==> src/rtl/cosim_stim_gen_pkg.sv <==
// Shared state encoding and 128-bit LFSR helpers for the cosim stimulus generator.
package cosim_stim_pkg;

  typedef enum logic [2:0] {
    ST_IDLE,
    ST_ZERO,
    ST_ONES,
    ST_WALK1,
    ST_WALK0,
    ST_RAND,
    ST_FIN
  } stim_state_t;

  // Polynomial exponents x^128 + x^126 + x^101 + x^99 + 1 (1-based bit positions).
  localparam int unsigned LFSR_TAP_A = 128;
  localparam int unsigned LFSR_TAP_B = 126;
  localparam int unsigned LFSR_TAP_C = 101;
  localparam int unsigned LFSR_TAP_D = 99;

  function automatic logic [127:0] lfsr128_next(input logic [127:0] s);
    return {s[126:0], s[LFSR_TAP_A-1] ^ s[LFSR_TAP_B-1] ^ s[LFSR_TAP_C-1] ^ s[LFSR_TAP_D-1]};
  endfunction

  function automatic logic [127:0] lfsr128_seed(input logic [127:0] seed);
    return (seed == '0) ? 128'h1 : seed;
  endfunction

endpackage

==> src/rtl/cosim_stim_gen_if.sv <==
// Valid/ready vector channel between the stimulus generator and its consumer.
interface cosim_stim_gen_if #(
  parameter int unsigned WIDTH = 128
);
  logic             vec_valid;
  logic             vec_ready;
  logic [WIDTH-1:0] vec_data;
  logic [15:0]      vec_index;

  modport master (output vec_valid, output vec_data, output vec_index, input vec_ready);
  modport slave  (input vec_valid, input vec_data, input vec_index, output vec_ready);
endinterface

==> src/rtl/cosim_stim_gen_lfsr128.sv <==
// 128-bit Fibonacci LFSR: reseeds on reset or load, advances only when stepped.
module lfsr128 (
  input  logic         clk,
  input  logic         rst,
  input  logic         load,
  input  logic [127:0] seed,
  input  logic         step,
  output logic [127:0] state
);
  import cosim_stim_pkg::*;

  logic [127:0] state_q;

  always_ff @(posedge clk) begin
    if (rst || load) begin
      state_q <= lfsr128_seed(seed);
    end else if (step) begin
      state_q <= lfsr128_next(state_q);
    end
  end

  assign state = state_q;
endmodule

==> src/rtl/cosim_stim_gen.sv <==
// Deterministic stimulus sequencer: zeros, ones, walking-1, walking-0, then LFSR vectors.
module cosim_stim_gen #(
  parameter int unsigned  WIDTH    = 128,
  parameter int unsigned  NUM_RAND = 256,
  parameter logic [127:0] SEED     = 128'h1
) (
  input  logic             clk,
  input  logic             rst,
  input  logic             start,
  output logic             busy,
  output logic             done,
  cosim_stim_gen_if.master vec
);
  import cosim_stim_pkg::*;

  localparam logic [7:0]       POS_LAST = 8'(WIDTH - 1);
  localparam logic [15:0]      CNT_LAST = 16'(NUM_RAND - 1);
  localparam logic [WIDTH-1:0] ONE      = WIDTH'(1);

  stim_state_t      state_q;
  logic [7:0]       pos_q;
  logic [15:0]      cnt_q;
  logic             valid_q;
  logic             busy_q;
  logic             done_q;
  logic [WIDTH-1:0] data_q;
  logic [15:0]      index_q;

  logic [127:0] lfsr_state;
  logic [127:0] lfsr_stepped;
  logic         xfer;
  logic         lfsr_load;
  logic         lfsr_step;
  logic [7:0]   pos_inc;
  logic         unused_lfsr;

  assign xfer         = valid_q && vec.vec_ready;
  assign lfsr_load    = (state_q == ST_IDLE) && start;
  assign lfsr_step    = (state_q == ST_RAND) && xfer;
  assign lfsr_stepped = lfsr128_next(lfsr_state);
  assign pos_inc      = pos_q + 8'd1;
  assign unused_lfsr  = ^{lfsr_state, lfsr_stepped};

  lfsr128 u_lfsr (
    .clk   (clk),
    .rst   (rst),
    .load  (lfsr_load),
    .seed  (SEED),
    .step  (lfsr_step),
    .state (lfsr_state)
  );

  // The next vector is loaded on the transfer edge, so the RAND entry uses the
  // unstepped LFSR and later RAND vectors use the value the LFSR steps to.
  always_ff @(posedge clk) begin
    if (rst) begin
      state_q <= ST_IDLE;
      pos_q   <= '0;
      cnt_q   <= '0;
      valid_q <= 1'b0;
      busy_q  <= 1'b0;
      done_q  <= 1'b0;
      data_q  <= '0;
      index_q <= '0;
    end else begin
      done_q <= 1'b0;
      if (xfer) index_q <= index_q + 16'd1;
      unique case (state_q)
        ST_IDLE: if (start) begin
          state_q <= ST_ZERO;
          valid_q <= 1'b1;
          busy_q  <= 1'b1;
          data_q  <= '0;
          index_q <= '0;
          pos_q   <= '0;
          cnt_q   <= '0;
        end
        ST_ZERO: if (xfer) begin
          state_q <= ST_ONES;
          data_q  <= '1;
        end
        ST_ONES: if (xfer) begin
          state_q <= ST_WALK1;
          pos_q   <= '0;
          data_q  <= ONE;
        end
        ST_WALK1: if (xfer) begin
          if (pos_q == POS_LAST) begin
            state_q <= ST_WALK0;
            pos_q   <= '0;
            data_q  <= ~ONE;
          end else begin
            pos_q  <= pos_inc;
            data_q <= ONE << pos_inc;
          end
        end
        ST_WALK0: if (xfer) begin
          if (pos_q == POS_LAST) begin
            pos_q <= '0;
            cnt_q <= '0;
            if (NUM_RAND == 0) begin
              state_q <= ST_FIN;
              valid_q <= 1'b0;
              busy_q  <= 1'b0;
              done_q  <= 1'b1;
            end else begin
              state_q <= ST_RAND;
              data_q  <= lfsr_state[WIDTH-1:0];
            end
          end else begin
            pos_q  <= pos_inc;
            data_q <= ~(ONE << pos_inc);
          end
        end
        ST_RAND: if (xfer) begin
          if (cnt_q == CNT_LAST) begin
            state_q <= ST_FIN;
            valid_q <= 1'b0;
            busy_q  <= 1'b0;
            done_q  <= 1'b1;
          end else begin
            cnt_q  <= cnt_q + 16'd1;
            data_q <= lfsr_stepped[WIDTH-1:0];
          end
        end
        ST_FIN:  state_q <= ST_IDLE;
        default: state_q <= ST_IDLE;
      endcase
    end
  end

  assign vec.vec_valid = valid_q;
  assign vec.vec_data  = data_q;
  assign vec.vec_index = index_q;
  assign busy          = busy_q;
  assign done          = done_q;
endmodule

==> src/flat_wrapper.sv <==
// flat-port wrapper written by rule: the top's interface ports become plain ports
module cosim_stim_gen_flat import cosim_stim_pkg::*;
#(
  parameter int unsigned  WIDTH    = 128,
  parameter int unsigned  NUM_RAND = 256,
  parameter logic [127:0] SEED     = 128'h1
)
  (clk, rst, start, busy, done, vec_vec_valid, vec_vec_data, vec_vec_index, vec_vec_ready);
  cosim_stim_gen_if #(.WIDTH(WIDTH)) vec_i ();
  input  logic clk;
  input  logic rst;
  input  logic start;
  output logic busy;
  output logic done;
  output wire logic [$bits(vec_i.vec_valid)-1:0] vec_vec_valid;
  output wire logic [$bits(vec_i.vec_data)-1:0] vec_vec_data;
  output wire logic [$bits(vec_i.vec_index)-1:0] vec_vec_index;
  input wire logic [$bits(vec_i.vec_ready)-1:0] vec_vec_ready;
  assign vec_vec_valid = vec_i.vec_valid;
  assign vec_vec_data = vec_i.vec_data;
  assign vec_vec_index = vec_i.vec_index;
  assign vec_i.vec_ready = vec_vec_ready;
  cosim_stim_gen #(.WIDTH(WIDTH), .NUM_RAND(NUM_RAND), .SEED(SEED)) u_core (.clk(clk), .rst(rst), .start(start), .busy(busy), .done(done), .vec(vec_i));
endmodule
==> config.mk <==
export PLATFORM = sky130hd
export DESIGN_NAME = cosim_stim_gen_flat
export DESIGN_NICKNAME = d
export VERILOG_FILES = /design/src/rtl/cosim_stim_gen_pkg.sv /design/src/rtl/cosim_stim_gen_if.sv /design/src/rtl/cosim_stim_gen_lfsr128.sv /design/src/rtl/cosim_stim_gen.sv /design/src/flat_wrapper.sv
export SDC_FILE = /design/constraint.sdc
export NUM_CORES = 1
export LEC_CHECK = 0
export CORE_MARGIN = 2
export CORE_UTILIZATION = 47
export DETAILED_ROUTE_END_ITERATION = 7
export DONT_BUFFER_PORTS = 1
export GPL_ROUTABILITY_DRIVEN = 0
export HOLD_SLACK_MARGIN = 0.08
export REMOVE_ABC_BUFFERS = 1
export SYNTH_ARGS = -nofsm -noshare
export SYNTH_HDL_FRONTEND = slang
export SYNTH_SLANG_ARGS = --single-unit
==> constraint.sdc <==
create_clock -name clk -period 6.78 [get_ports clk]
set_input_delay 2.034 -clock clk [delete_from_list [all_inputs] [get_ports clk]]
set_output_delay 2.034 -clock clk [all_outputs]
set_load 0.005 [all_outputs]
==> results.rst, run 1 <==
.. list-table::
   :header-rows: 1

   * - Metric
     - Value
   * - Classification of the worst-slack hold path
     - reg2reg
   * - Critical Path Source
     - u_core.pos_q[1]
   * - Layout cells sized above 1
     - 6.861%
   * - Global-route wire length before repair
     - 91.31 mm
   * - Clk Latency, worst-skew pair
     - 0.52 ns
   * - Diodes inserted
     - 0
   * - Sequential cell area
     - 0.006028 mm^2
   * - Post-synth top area share
     - 37.86%
   * - Final Total Pwr
     - 5.308 mW
   * - Net Switching
     - 1.920 mW
   * - Proportion of synthesized flip-flops having asynchronous set or reset
     - 0%
   * - Power share of the combinational group
     - 28.0%
   * - Clk sink count
     - 301
   * - Outcome
     - finished clean
   * - Place WS
     - 2.368 ns
   * - Seq pwr share
     - 37.2%
   * - Switching fraction of total power
     - 36.17%
   * - PwrDens
     - 312.0 mW/mm^2
   * - Number of failing setup endpoints in the final timing report
     - 0
   * - Internal power component
     - 3.388 mW
   * - Count of warnings emitted by yosys
     - 0
   * - Total number of placement rows
     - 67
   * - Cell area after layout
     - 0.01701 mm^2
   * - Worst vdd rail ir drop
     - 0.1866 mV
   * - Drt total wl
     - 58.99 mm
   * - Vias per inst
     - 6.804
   * - Final worst path period share
     - 62.21%
   * - Number of primary I/O pins
     - 151
   * - Worst R2R Path Depth
     - 7
   * - Via total after detailed routing
     - 16140
   * - Count of distinct cell types in the synthesized netlist
     - 83
   * - Highest-count cells in the layout ignoring fill and taps
     - nand2_1, dfxtp_1, a21oi_1
   * - Ys flop type
     - dfxtp_1
   * - Hold_ws
     - 0.4698 ns
   * - Leakage Power
     - 5.329 nW
   * - Worst flop-to-flop path endpoint
     - u_core.vec.vec_data[116]
   * - Top cell family by delay on the critical path
     - compound AO/OA/AOI/OAI gates
   * - Number of hold-slack violations in the final timing report
     - 0
   * - Relative area change from synthesis to final layout
     - 6.871%
   * - Max Slew Vio Count
     - 0
   * - Depth of the critical timing path with buffers and inverters included
     - 7
   * - Detailed Route Iter0 Violations
     - 1848
   * - Critical Path End Type
     - register
   * - Fmax achieved
     - 0.2371 GHz
   * - DRT antenna net count
     - 0
   * - Number of synthesized flops with an enable pin
     - 0
   * - Critical path buffer and inverter count
     - 1
   * - Cell at the slowest stage of the critical path
     - a2111oi_2
   * - Total GRT Usage
     - 32.41%
   * - I/O Buffers
     - 0
   * - Chip width
     - 188.0 um
   * - Largest area contributor in the synthesized netlist
     - dfxtp_1
   * - HPWL Detailed
     - 34.91 mm
   * - Endpoint required time on the critical path
     - 7.22 ns
   * - FF-to-FF setup slack
     - 2.56 ns
   * - Area of the multi-input gates
     - 0.008979 mm^2
   * - Post-CTS Setup Bufs
     - 0
   * - Number of H-tree levels
     - 2
   * - Max-capacitance violation count
     - 0
   * - Reg2Reg Launch Point
     - u_core.pos_q[1]
   * - Residual DRC count
     - 0
   * - Number of standard cells after synthesis
     - 2041
   * - Clock edge transition at the registers on the reported setup and hold paths
     - 0.06 ns
   * - Final routed wire length divided by cell count
     - 24.87 um
   * - Resized cells post-CTS
     - 0
   * - Vias in the first global route
     - 15200
   * - Final Instance Count excl. Fillers
     - 2372
   * - Number of fill cells in the layout
     - 3233
   * - Unrepaired setup endpoints after global routing
     - false
   * - Global route total overflow
     - 0
   * - First-pass DRT Iterations
     - 5
   * - Placeable core region
     - 0.03345 mm^2
   * - Number of nets in the finished design
     - 1913
   * - Post-CTS Hold Fix Bufs
     - 0
   * - Vertical die dimension
     - 188.0 um
   * - Share of total power in the clock network
     - 34.7%
   * - End of the critical path
     - u_core.vec.vec_data[116]
   * - Dpl cells
     - 2313
   * - Setup crit start kind
     - register
   * - Slowest Stage Delay on Critical Path
     - 0.94 ns
   * - Post-place instance area
     - 0.01592 mm^2
   * - Flip-flop and latch count after synthesis
     - 301
   * - Floorplan die area
     - 0.03535 mm^2
   * - Cell area after synthesis
     - 0.01592 mm^2
   * - Category of the most critical setup path
     - reg2reg
   * - Total CTS buffers
     - 35
   * - Final Core Density
     - 50.85%
   * - Most common cell after layout, fill and taps aside
     - nand2_1
   * - Worst-path fanout max
     - 75
   * - Max-slew headroom at the worst pin
     - 30.51%
   * - Min cycle time layout
     - 4.218 ns
   * - Average footprint of a synthesized cell
     - 7.798 um^2
   * - Slew of the pin with the lowest slew margin
     - 1.034 ns
   * - Post-synthesis sequential area ratio
     - 37.86%
   * - CTS tree
     - yes
   * - Final setup margin
     - 2.562 ns
   * - Worst path arrival time
     - 4.65 ns
   * - Number of buffers between clock root and the deepest sink
     - 3
   * - Root buffer cell
     - clkbuf_16
   * - Summed negative setup slack over all endpoints
     - 0 ns
   * - Antenna violations before repair
     - 0
   * - Main area contributors after synthesis
     - dfxtp_1, nand2_1, a21oi_1
   * - Worst clock skew on the final layout
     - 0.02011 ns
   * - Ordered cell list for the critical path
     - ha_1 > and4_1 > nand3_4 > buf_4 > a2111oi_2 > a22oi_1 > o211ai_1
   * - Initial Utilization
     - 47.58%
   * - Pin count of the biggest net entering global routing
     - 130
==> worst min path at each step <==
stage,start,to,slack (ns),depth (start not counted)
global placement,u_core.u_lfsr.state[50],u_core.u_lfsr.state[51],0.46,2
CTS,u_core.u_lfsr.state[50],u_core.u_lfsr.state[51],0.47,2
finish,u_core.u_lfsr.state[50],u_core.u_lfsr.state[51],0.47,2
floorplan,u_core.u_lfsr.state[50],u_core.u_lfsr.state[51],0.45,2
detailed placement,u_core.u_lfsr.state[50],u_core.u_lfsr.state[51],0.46,2
global route,u_core.u_lfsr.state[32],u_core.u_lfsr.state[33],0.49,2
==> synthesized netlist by cell type (all sizes together) (21+ instances only) <==
master,number
a21o,31
a21oi,244
a22oi,82
a311oi,23
buf,84
clkbuf,128
dfxtp,301
inv,23
nand2,380
nand3,42
nand4,25
nor2,78
nor2b,25
nor3,21
o211ai,63
o21ai,118
o221ai,72
xnor2,22
==> power groups by stage <==
stage / registers, mW / clock network [mW] / logic (mW)
after global placement: 2.01 / 0 / 1.43
after detailed placement: 2.01 / 0 / 1.44
after floorplan: 2.02 / 0 / 0.932
after global routing: 1.98 / 1.93 / 1.62
after CTS: 1.98 / 1.86 / 1.45
final: 1.98 / 1.84 / 1.49
==> tightest hold or removal path: stages, from the launching register on <==
cell     delay (ns)
dfxtp_1        0.32
nand2_1        0.06
a21oi_1        0.05
==> routing by layer <==
layer  GRT usage [%]  up-vias  routed length [um]
met3           7.917      167                6190
met2           49.55      958               26270
li1                -     7270                   -
met5               0        -                   0
met4           14.42        0                2388
met1           43.29     7743               24140
==> layout make-up <==
type,instances,area share (%)
Inverter,23,0.5076
Timing Repair Buffer,36,1.589
Multi-Input combinational cell,1505,52.79
Clock inverter,9,0.4119
Tap cell,448,3.296
Sequential cell,301,35.44
Clock buffer,50,5.966
==> logic make-up after synthesis <==
family | share of synthesized area [%]
multiplexers | 0.3223
AND/OR/NAND/NOR | 18.77
buffers and inverters | 6.250
flip-flops | 37.86
XOR/XNOR | 1.706
adder cells (fa/ha/maj) | 0.5503
AO/OA/AOI/OAI | 34.54
==> state kept, by name, indices dropped and copies added (netlist names) <==
register / cells
u_core.cnt_q: 16
u_core.done: 1
u_core.pos_q: 8
u_core.state_q: 3
u_core.u_lfsr.state: 128
u_core.vec.vec_data: 128
u_core.vec.vec_index: 16
u_core.vec.vec_valid: 1
No activity file was read; power rests on OpenSTA's default activity.
==> inputs of run 2 (changes only) <==
clock period = 4.2 ns   (was 6.78 ns; I/O delays follow)
==> run 2 against run 1 <==
Net effect:
- clock skew fell by 0.0071 ns
- critical path depth up 2
- worst hold slack about the same
- first-iteration DRC count increased by 12%
- largest power group is now the clock network
==> results.rst, run 2 (synthesis results as in run 1) <==
.. list-table::
   :header-rows: 1

   * - Metric
     - Value
   * - Pin count of the biggest net entering global routing
     - 82
   * - Post-CTS Hold Fix Bufs
     - 0
   * - Most common cell after layout, fill and taps aside
     - nand2_1
   * - Layer with the highest usage
     - met2
   * - HPWL Detailed
     - 36.89 mm
   * - Post-CTS Setup Bufs
     - 0
   * - Number of hold-slack violations in the final timing report
     - 0
   * - I/O Buffers
     - 0
   * - Via total after detailed routing
     - 16130
   * - CTS tree
     - yes
   * - PwrDens
     - 513.3 mW/mm^2
   * - Worst path arrival time
     - 3.94 ns
   * - Fraction of met1 tracks used by global routing
     - 44.32%
   * - Fraction of met2 tracks used by global routing
     - 48.38%
   * - Worst Hold Launch
     - u_core.u_lfsr.state[3]
   * - Drt total wl
     - 59.24 mm
   * - Layout cells sized above 1
     - 8.580%
   * - Initial Utilization
     - 47.58%
   * - DRT antenna net count
     - 0
   * - Endpoint required time on the critical path
     - 4.62 ns
   * - Global routing met3 resource utilization
     - 7.823%
   * - Placeable core region
     - 0.03345 mm^2
   * - Vias in the first global route
     - 15000
   * - Clock edge transition at the registers on the reported setup and hold paths
     - 0.06 ns
   * - Worst R2R Path Depth
     - 9
   * - Detailed Route Iter0 Violations
     - 2066
   * - Slew of the pin with the lowest slew margin
     - 1.286 ns
   * - Highest-count cells in the layout ignoring fill and taps
     - nand2_1, dfxtp_1, a21oi_1
   * - Worst hold path endpoint
     - u_core.u_lfsr.state[4]
   * - Number of nets in the finished design
     - 1943
   * - Unrepaired setup endpoints after global routing
     - false
   * - Vias per inst
     - 6.705
   * - Worst clock skew on the final layout
     - 0.01298 ns
   * - Worst hold stages
     - 2
   * - Setup crit start kind
     - register
   * - Final worst path period share
     - 83.94%
   * - Global route total overflow
     - 0
   * - Diodes inserted
     - 0
   * - Root buffer cell
     - clkbuf_16
   * - Max-capacitance violation count
     - 0
   * - Floorplan die area
     - 0.03535 mm^2
   * - Number of primary I/O pins
     - 151
   * - Clk Latency, worst-skew pair
     - 0.54 ns
   * - Worst flop-to-flop path endpoint
     - u_core.vec.vec_data[29]
   * - Fmax achieved
     - 0.2836 GHz
   * - Vertical die dimension
     - 188.0 um
   * - Resized cells post-CTS
     - 0
   * - Chip width
     - 188.0 um
   * - FF-to-FF setup slack
     - 0.67 ns
   * - Reg2Reg Launch Point
     - u_core.pos_q[1]
   * - Dpl cells
     - 2341
   * - Min cycle time layout
     - 3.526 ns
   * - Total number of placement rows
     - 67
   * - Classification of the worst-slack hold path
     - reg2reg
   * - Summed negative setup slack over all endpoints
     - 0 ns
   * - Residual DRC count
     - 0
   * - Antenna violations before repair
     - 0
   * - Number of H-tree levels
     - 2
   * - Final routed wire length divided by cell count
     - 24.62 um
   * - Worst-path fanout max
     - 15
   * - Category of the most critical setup path
     - reg2reg
   * - Final Instance Count excl. Fillers
     - 2406
   * - Max Slew Vio Count
     - 0
   * - Clk sink count
     - 301
   * - Global-route wire length before repair
     - 91.47 mm
   * - Number of buffers between clock root and the deepest sink
     - 3
   * - Leakage Power
     - 5.601 nW
   * - Number of fill cells in the layout
     - 3200
   * - Total CTS buffers
     - 37
   * - Number of failing setup endpoints in the final timing report
     - 0
   * - First-pass DRT Iterations
     - 8
   * - Relative area change from synthesis to final layout
     - 9.960%
   * - Total GRT Usage
     - 32.51%
   * - Critical Path End Type
     - register
   * - Worst vdd rail ir drop
     - 0.3236 mV
   * - Max-slew headroom at the worst pin
     - 13.12%
   * - Outcome
     - finished clean
-- run 2: changes by cell type in the layout (fill, tap and decap cells not counted), moves of 2 or more --
cell | before | now
clkbuf_8 | 4 | 8
bufinv_16 | 1 | 4
buf_12 | 0 | 10
buf_4 | 36 | 54
clkbuf_1 | 9 | 6
clkinv_8 | 0 | 2
-- run 2: metal layers --
layer  vias up  share of wire (%)
li1       7328                  -
met1      7745                 42
met2       903                 43
met3       156                 11
met4         0                4.8
met5         -                  0
-- run 2: layout make-up --
class | instances | area (um^2) | area share, %
clock buffers | 51 | 1059 | 6.049
clock inverters | 14 | 196.4 | 1.122
inverters | 23 | 86.33 | 0.4933
multi-input cells | 1505 | 8965 | 51.23
flip-flops and latches | 301 | 6028 | 34.45
well taps | 448 | 560.5 | 3.203
repair buffers | 64 | 605.6 | 3.460
-- run 2: through the flow --
stage / util (%) / cell area, um^2 / worst slack, ns / total power, mW / hold slack (ns)
6_report: 52.32 / 17500 / 0.6744 / 8.983 / 0.4703
5_1_grt: 52.32 / 17500 / 0.4132 / 9.371 / 0.5031
4_1_cts: 52.32 / 17500 / 0.7693 / 8.978 / 0.4715
3_5_place_dp: 48.57 / 16250 / 0.8135 / 5.680 / 0.4627
3_3_place_gp: 48.57 / 16250 / 0.9255 / 5.657 / 0.4559
2_1_floorplan: - / 15010 / -3.334 / 4.766 / 0.4451
-- run 2: how the worst max path moves through the flow --
stage                                 start                      end  cells after the start
after global routing        u_core.pos_q[1]  u_core.vec.vec_data[29]                      9
after detailed placement    u_core.pos_q[1]   u_core.vec.vec_data[9]                      9
after CTS                   u_core.pos_q[1]  u_core.vec.vec_data[57]                      9
after floorplan           u_core.state_q[0]              u_core.done                      4
after global placement        vec_vec_ready  u_core.vec.vec_data[81]                      7
final                       u_core.pos_q[1]  u_core.vec.vec_data[29]                      9
-- run 2: where the power goes --
group / internal, mW / switching (mW) / leakage (nW)
clock: 2.01 / 1.29 / 0.623
combinational: 0.787 / 1.66 / 2.55
sequential: 3.02 / 0.212 / 2.43
-- run 2: worst max-delay path, cell delays in order, from the launching register on --
cell and delay (ns):
dfxtp_1 0.55, ha_1 0.59, and4_1 0.49, nand2_4 0.15, o211ai_2 0.21, buf_4 0.23, and2_1 0.62, buf_4 0.26
a21oi_1 0.07, a211o_1 0.23
